### config.mk
export PLATFORM = sky130hd
export DESIGN_NAME = mpu_core_flat
export DESIGN_NICKNAME = d
export VERILOG_FILES = /design/src/rtl/mpu_core_if.sv /design/src/rtl/mpu_core.sv /design/src/flat_wrapper.sv
export SDC_FILE = /design/constraint.sdc
export NUM_CORES = 1
export LEC_CHECK = 0
export ABC_AREA = 1
export BUFFER_PORTS_ARGS = -buffer_cell sky130_fd_sc_hd__buf_2
export CORE_UTILIZATION = 50
export CTS_CLUSTER_SIZE = 28
export DETAILED_ROUTE_END_ITERATION = 7
export PLACE_DENSITY = 0.67
export SYNTH_ARGS = -nofsm -noshare
export SYNTH_HDL_FRONTEND = slang
export SYNTH_SLANG_ARGS = --single-unit
export TNS_END_PERCENT = 30
### constraint.sdc
create_clock -name clk -period 5.25 [get_ports clk]
set_input_delay 0.525 -clock clk [delete_from_list [all_inputs] [get_ports clk]]
set_output_delay 0.525 -clock clk [all_outputs]
set_load 0.01 [all_outputs]
### src/rtl/mpu_core_if.sv
// Board-side bundle for mpu_core: switch/button inputs, LED and seven-segment outputs.
interface mpu_core_if;
  logic [3:0] sw;
  logic [3:0] btn;
  logic [3:0] led;
  logic [6:0] seg12;
  logic [6:0] seg34;
  logic [1:0] seg_en;

  modport master (output sw, btn, input led, seg12, seg34, seg_en);
  modport slave  (input sw, btn, output led, seg12, seg34, seg_en);
endinterface

### src/rtl/mpu_core.sv
// Button-stepped nibble ALU with a 4-entry result file and two multiplexed 7-segment pairs.
// Optional button debounce is enabled by defining DEBOUNCE_EN.
module mpu_core #(
  parameter int unsigned REFRESH_DIV     = 1024,
  parameter int unsigned DEBOUNCE_CYCLES = 16
) (
  input logic        clk,
  input logic        rst_n,
  mpu_core_if.slave  bus
);

  typedef enum logic [2:0] {S_IDLE, S_OP, S_DST, S_A, S_B, S_DONE} state_t;

  localparam int unsigned CW = (REFRESH_DIV > 1) ? $clog2(REFRESH_DIV) : 1;

  state_t      state, state_nx;
  logic [2:0]  sync1, sync2, lvl, lvl_d, pulse;
  logic        ld_op, ld_dst, ld_a, ld_b, do_clear;
  logic [3:0]  op, a, b;
  logic [1:0]  dst;
  logic [7:0]  result, alu_y, a8, b8;
  logic [7:0]  regs [4];
  logic [3:0]  led_c, step_idx, dig12, dig34;
  logic [CW-1:0] ref_cnt;
  logic        seg_sel, sel_nx;
  logic [6:0]  seg12_q, seg34_q;
  logic        unused_ok;

  assign unused_ok = bus.btn[3];

  always_ff @(posedge clk or negedge rst_n) begin
    if (!rst_n) begin
      sync1 <= '0;
      sync2 <= '0;
      lvl_d <= '0;
      pulse <= '0;
    end else begin
      sync1 <= bus.btn[2:0];
      sync2 <= sync1;
      lvl_d <= lvl;
      pulse <= lvl & ~lvl_d;
    end
  end

`ifdef DEBOUNCE_EN
  localparam int unsigned DBW = $clog2(DEBOUNCE_CYCLES + 1);
  logic [DBW-1:0] db_cnt [3];

  // A new level is accepted only after it has persisted for DEBOUNCE_CYCLES cycles.
  always_ff @(posedge clk or negedge rst_n) begin
    if (!rst_n) begin
      lvl <= '0;
      for (int unsigned i = 0; i < 3; i++) db_cnt[i] <= '0;
    end else begin
      for (int unsigned i = 0; i < 3; i++) begin
        if (sync2[i] == lvl[i]) begin
          db_cnt[i] <= '0;
        end else if (db_cnt[i] == DBW'(DEBOUNCE_CYCLES - 1)) begin
          lvl[i]    <= sync2[i];
          db_cnt[i] <= '0;
        end else begin
          db_cnt[i] <= db_cnt[i] + 1'b1;
        end
      end
    end
  end
`else
  localparam int unsigned UNUSED_DB_CYCLES = DEBOUNCE_CYCLES;
  assign lvl = sync2;
`endif

  always_ff @(posedge clk or negedge rst_n) begin
    if (!rst_n) state <= S_IDLE;
    else        state <= state_nx;
  end

  always_comb begin
    state_nx = state;
    ld_op    = 1'b0;
    ld_dst   = 1'b0;
    ld_a     = 1'b0;
    ld_b     = 1'b0;
    do_clear = pulse[2];
    if (pulse[2] || pulse[1]) begin
      state_nx = S_IDLE;
    end else if (pulse[0]) begin
      case (state)
        S_IDLE: state_nx = S_OP;
        S_OP:   begin ld_op  = 1'b1; state_nx = S_DST;  end
        S_DST:  begin ld_dst = 1'b1; state_nx = S_A;    end
        S_A:    begin ld_a   = 1'b1; state_nx = S_B;    end
        S_B:    begin ld_b   = 1'b1; state_nx = S_DONE; end
        default: state_nx = S_IDLE;
      endcase
    end
    case (state)
      S_OP:    begin led_c = 4'b0001; step_idx = 4'd1; end
      S_DST:   begin led_c = 4'b0010; step_idx = 4'd2; end
      S_A:     begin led_c = 4'b0100; step_idx = 4'd3; end
      S_B:     begin led_c = 4'b1000; step_idx = 4'd4; end
      S_DONE:  begin led_c = 4'b1111; step_idx = 4'd0; end
      default: begin led_c = 4'b0000; step_idx = 4'd0; end
    endcase
  end

  assign bus.led = led_c;

  // b is taken straight from sw so the result is ready on the B->DONE edge.
  always_comb begin
    a8 = {4'h0, a};
    b8 = {4'h0, bus.sw};
    case (op)
      4'h0: alu_y = a8 + b8;
      4'h1: alu_y = a8 - b8;
      4'h2: alu_y = a8 * b8;
      4'h3: alu_y = a8 & b8;
      4'h4: alu_y = a8 | b8;
      4'h5: alu_y = a8 ^ b8;
      4'h6: alu_y = a8 << bus.sw[2:0];
      4'h7: alu_y = a8 >> bus.sw[2:0];
      4'h8: alu_y = {4'h0, ~a};
      4'h9: alu_y = (a8 > b8) ? a8 : b8;
      4'hA: alu_y = (a8 < b8) ? a8 : b8;
      4'hB: alu_y = (a8 > b8) ? 8'h01 : ((a8 == b8) ? 8'h00 : 8'hFF);
      default: alu_y = regs[bus.sw[1:0]];
    endcase
  end

  always_ff @(posedge clk or negedge rst_n) begin
    if (!rst_n) begin
      op <= '0; dst <= '0; a <= '0; b <= '0; result <= '0;
      for (int unsigned i = 0; i < 4; i++) regs[i] <= '0;
    end else if (do_clear) begin
      op <= '0; dst <= '0; a <= '0; b <= '0; result <= '0;
      for (int unsigned i = 0; i < 4; i++) regs[i] <= '0;
    end else begin
      if (ld_op)  op  <= bus.sw;
      if (ld_dst) dst <= bus.sw[1:0];
      if (ld_a)   a   <= bus.sw;
      if (ld_b) begin
        b         <= bus.sw;
        result    <= alu_y;
        regs[dst] <= alu_y;
      end
    end
  end

  function automatic logic [6:0] font(input logic [3:0] d);
    case (d)
      4'h0: return 7'h3F; 4'h1: return 7'h06; 4'h2: return 7'h5B; 4'h3: return 7'h4F;
      4'h4: return 7'h66; 4'h5: return 7'h6D; 4'h6: return 7'h7D; 4'h7: return 7'h07;
      4'h8: return 7'h7F; 4'h9: return 7'h6F; 4'hA: return 7'h77; 4'hB: return 7'h7C;
      4'hC: return 7'h39; 4'hD: return 7'h5E; 4'hE: return 7'h79; default: return 7'h71;
    endcase
  endfunction

  // Segments are computed for the select value that will be live after this edge.
  always_comb begin
    sel_nx = seg_sel ^ (ref_cnt == CW'(REFRESH_DIV - 1));
    if (state inside {S_OP, S_DST, S_A, S_B})
      dig12 = sel_nx ? step_idx : bus.sw;
    else
      dig12 = sel_nx ? result[3:0] : result[7:4];
    dig34 = sel_nx ? {2'b00, dst} : op;
  end

  always_ff @(posedge clk or negedge rst_n) begin
    if (!rst_n) begin
      ref_cnt <= '0;
      seg_sel <= 1'b0;
      seg12_q <= 7'h3F;
      seg34_q <= 7'h3F;
    end else begin
      ref_cnt <= (ref_cnt == CW'(REFRESH_DIV - 1)) ? '0 : ref_cnt + 1'b1;
      seg_sel <= sel_nx;
      seg12_q <= font(dig12);
      seg34_q <= font(dig34);
    end
  end

  assign bus.seg12  = seg12_q;
  assign bus.seg34  = seg34_q;
  assign bus.seg_en = {seg_sel, seg_sel};

endmodule

### src/flat_wrapper.sv
// flat-port wrapper written by rule: the top's interface ports become plain ports
module mpu_core_flat 
#(
  parameter int unsigned REFRESH_DIV     = 1024,
  parameter int unsigned DEBOUNCE_CYCLES = 16
)
  (clk, rst_n, bus_sw, bus_btn, bus_led, bus_seg12, bus_seg34, bus_seg_en);
  mpu_core_if bus_i ();
  input logic clk;
  input logic rst_n;
  input wire logic [$bits(bus_i.sw)-1:0] bus_sw;
  input wire logic [$bits(bus_i.btn)-1:0] bus_btn;
  output wire logic [$bits(bus_i.led)-1:0] bus_led;
  output wire logic [$bits(bus_i.seg12)-1:0] bus_seg12;
  output wire logic [$bits(bus_i.seg34)-1:0] bus_seg34;
  output wire logic [$bits(bus_i.seg_en)-1:0] bus_seg_en;
  assign bus_i.sw = bus_sw;
  assign bus_i.btn = bus_btn;
  assign bus_led = bus_i.led;
  assign bus_seg12 = bus_i.seg12;
  assign bus_seg34 = bus_i.seg34;
  assign bus_seg_en = bus_i.seg_en;
  mpu_core #(.REFRESH_DIV(REFRESH_DIV), .DEBOUNCE_CYCLES(DEBOUNCE_CYCLES)) u_core (.clk(clk), .rst_n(rst_n), .bus(bus_i));
endmodule
==> results by group <==
Timing
  • RSZ-0062 raised after global routing: false
  • Worst setup margin: 1.77 ns
  • Slew at the pin with the worst max-slew slack: between 0.9 and 1 ns
  • Setup TNS: 0 ns
  • Final Max Slew Viols: 0
  • FMAX: 287 MHz
  • Final Hold Fails: 0
  • Final Cycle Share: between 60% and 70%
  • Rel. slew slack: around two fifths
  • Clk_skew: around 0.01 ns
  • Final Critical Period: between 3 and 4 ns
  • Final setup viols: 0

Clock tree
  • TritonCTS Buffers: 9
  • # resized after CTS: 0
  • Clock Sinks: 90
  • CTS Hold Bufs: 0
  • Clock-pin slew on the worst setup and hold paths: ~0.070 ns
  • Setup Buffers After CTS: 0
  • Worst skew pair latency: approximately 0.34 ns
  • CTS tree: yes
  • Clock Path Buffers: 2
  • CTS root buffer: clkbuf_16
  • # H-tree levels: 3

Global route
  • Initial antenna violation count: 0
  • First-pass GRT wire length: roughly 26 mm
  • Largest net degree at the start of global routing: 52
  • GR peak layer: met2
  • Met3 GRT Util: 4.41%
  • Total GRT Usage: roughly a quarter
  • Met2 usage: a little over two fifths
  • Vias in the first global route: 5369
  • M1 GR Usage: about 34%
  • Congestion Overflow GR: 0

Place
  • GPL Wtd Cong: slightly above 0.9
  • Setup slack at placement: between 1.5 and 2 ns
  • # port buffers: 28
  • Dpl cells: 1013
  • Final HPWL DP: ~12 mm

Die
  • Placeable Area: 0.0121 sq mm
  • Row count: 40
  • Die Y: approximately 110 microns
  • # IOs: 30
  • Initial Utilization: about 52%
  • DIE WIDTH: ~110 microns
  • Full die area: between 0.01 and 0.015 sq mm

Synth
  • Sequential cell area fraction in the yosys report: 36.4%
  • Post-synth top area cell: dfrtp_1
  • Ys Warns: 0
  • Seq cells post-synth: 90
  • Post-synth cell types: 49
  • Mapped Area: ~0.0062 sq mm
  • Area contributors post-synth: dfrtp_1 (31%), nand2_1 (14%), ha_1 (8.6%)
  • Synth top area share: between 30% and 40%
  • Ys flop type: dfrtp_1
  • Net Count, Synth: about 890
  • Mapped Cells: 830
  • Average footprint of a synthesized cell: around 7.5 sq um
  • Asr flop ratio synth: between 90% and 100%
  • Post-synth EDFFs: 0

Routing
  • Initial DRC count: 500
  • Avg Vias per Cell: 5.46
  • ANT nets after route: 0
  • Drt drc: 0
  • Drt first pass iters: 5
  • Via count: about 5600
  • Drt total wl: ~15 mm
  • WL/cell: approximately 15 microns

Cells and area
  • Post-layout util: a little under three fifths
  • Area Growth Syn to Fin: 9.13%
  • Final layout net count: between 900 and 1000
  • Commonest non-fill, non-tap cells in the layout: nand2_1 (238), nand3_1 (82), inv_1 (81)
  • Filler cells: about 1100
  • Antenna Cells: 0
  • Layout cells sized above 1: roughly 16%
  • Most common cell after layout, fill and taps aside: nand2_1
  • Final Non-Filler Cells: 1029

Power and ir drop
  • Leakage Power: 3.53 nW
  • Pwr Density: 290 mW/mm^2
  • Overall Power: ~2.0 mW
  • VDD IR-drop max: approximately 0.26 mV

Critical path
  • Reg2reg end: u_core.regs[27]$_DFFE_PN0P_
  • Worst reg-to-reg path cell count: 14
  • Worst Path Max Fanout: 9
  • Setup crit start kind: flip-flop
  • Most used cell, CP: nand2_1
  • Kind of critical path: flip-flop to flip-flop
  • Slowest CP cell: dfrtp_1
  • Worst Path Required: ~5.5 ns
  • Critical Path Sink Type: flip-flop
  • CP cell instances: nand2_1 > fa_1 > inv_1 > fa_1 > inv_1 > fa_1 > nand3b_1 > nand2_1 > nor2_1 > nand2_1 > nor2_2 > nand4_2 > nand3_1 > nand2_1
  • Worst path max stage delay: 0.64 ns
  • Reg2reg start: u_core.a[1]$_DFFE_PN0P_
  • FF-to-FF setup slack: between 1.5 and 2 ns
  • Worst path arrival time: approximately 3.7 ns

Job
  • Max-Cap Viols: 0

Outcome
  • Outcome: completed

Hold path
  • Hold Path Class: input pin to async pin
metal layers:
metal / vias to the layer above / wire length, microns
li1: 2738 / -
met1: 2649 / 6710
met2: 211 / 7470
met3: 22 / 915
met4: 0 / 279
met5: - / 0
layout make-up:
cell class / count / area (sq um) / area share (%)
Multi-Input combinational cell: 625 / 3490 / 51.3
Timing Repair Buffer: 30 / 158 / 2.32
Clock buffer: 10 / 229 / 3.37
Clock inverter: 6 / 72.6 / 1.07
Inverter: 100 / 375 / 5.52
Tap cell: 168 / 210 / 3.09
Sequential cell: 90 / 2270 / 33.3
power breakdown:
part           switching [mW]  total (mW)  internal (mW)
Sequential             0.0370       0.790          0.753
Combinational           0.365       0.530          0.166
Clock                   0.276       0.651          0.375
worst max-delay path by stage:
stage | from | endpoint | slack, ns | cells after the start
6_report | u_core.a[1]$_DFFE_PN0P_ | u_core.regs[27]$_DFFE_PN0P_ | 1.77 | 14
2_1_floorplan | bus_sw[1] | u_core.regs[19]$_DFFE_PN0P_ | 1.85 | 16
3_5_place_dp | bus_sw[1] | u_core.regs[27]$_DFFE_PN0P_ | 1.62 | 15
5_1_grt | u_core.a[1]$_DFFE_PN0P_ | u_core.result[3]$_DFFE_PN0P_ | 1.60 | 14
3_3_place_gp | bus_sw[1] | u_core.regs[11]$_DFFE_PN0P_ | 1.65 | 15
4_1_cts | u_core.a[1]$_DFFE_PN0P_ | u_core.regs[27]$_DFFE_PN0P_ | 1.81 | 14
sequential cells by signal, summed over array words and instances, names as in the netlist:
signal            count
u_core.a              4
u_core.seg_sel        1
u_core.state          3
u_core.bus.seg34      7
u_core.regs          32
u_core.result         8
u_core.lvl_d          3
u_core.bus.seg12      7
u_core.sync1          3
u_core.ref_cnt       10
u_core.pulse          3
u_core.dst            2
u_core.op             4
u_core.lvl            3
stage by stage:
step                      area [sq um]  hold slack (ns)
after detailed placement          6500            0.336
after CTS                         6800            0.166
after global placement            6500            0.332
after global routing              6800            0.192
after floorplan                   6230            0.229
final                             6800            0.154
cell usage after synthesis (2+ instances only):
cell / number
o211ai_1: 4
nand3_2: 7
buf_2: 5
nand4_1: 9
dfrtp_1: 78
a31oi_1: 5
buf_6: 2
nand3b_1: 5
clkbuf_1: 4
nor3_1: 7
a32o_1: 2
nand2_1: 238
a31oi_2: 2
fa_1: 6
dfstp_2: 12
inv_1: 81
buf_4: 3
inv_2: 18
nor2_2: 9
nand2_2: 14
ha_1: 43
nand4_2: 3
nor2_4: 5
nand3_1: 82
o21ai_2: 5
a21oi_1: 24
o21ai_1: 23
o21ai_0: 35
xor2_1: 4
or2_2: 3
nand2_4: 5
nor2_1: 69
o31ai_1: 2
cells by family (layout without fill, tap and decap cells):
group                    count (synthesis)  after routing  synth area share, %
XOR/XNOR                                 5              5                0.703
AND/OR/NAND/NOR                        463            463                 34.7
AO/OA/AOI/OAI                          108            108                 10.0
adder cells (fa/ha/maj)                 49             49                 10.6
flip-flops                              90             90                 36.4
buffers and inverters                  115            146                 7.63
worst max-delay path: cells and delay by family, from the launching register on:
family	cells	cell delay (ns)
flops	1	0.64
fa+ha+maj	3	1.60
buf+inv	2	0.13
simple gates	9	1.01
Power figures use the tool's default switching activity.
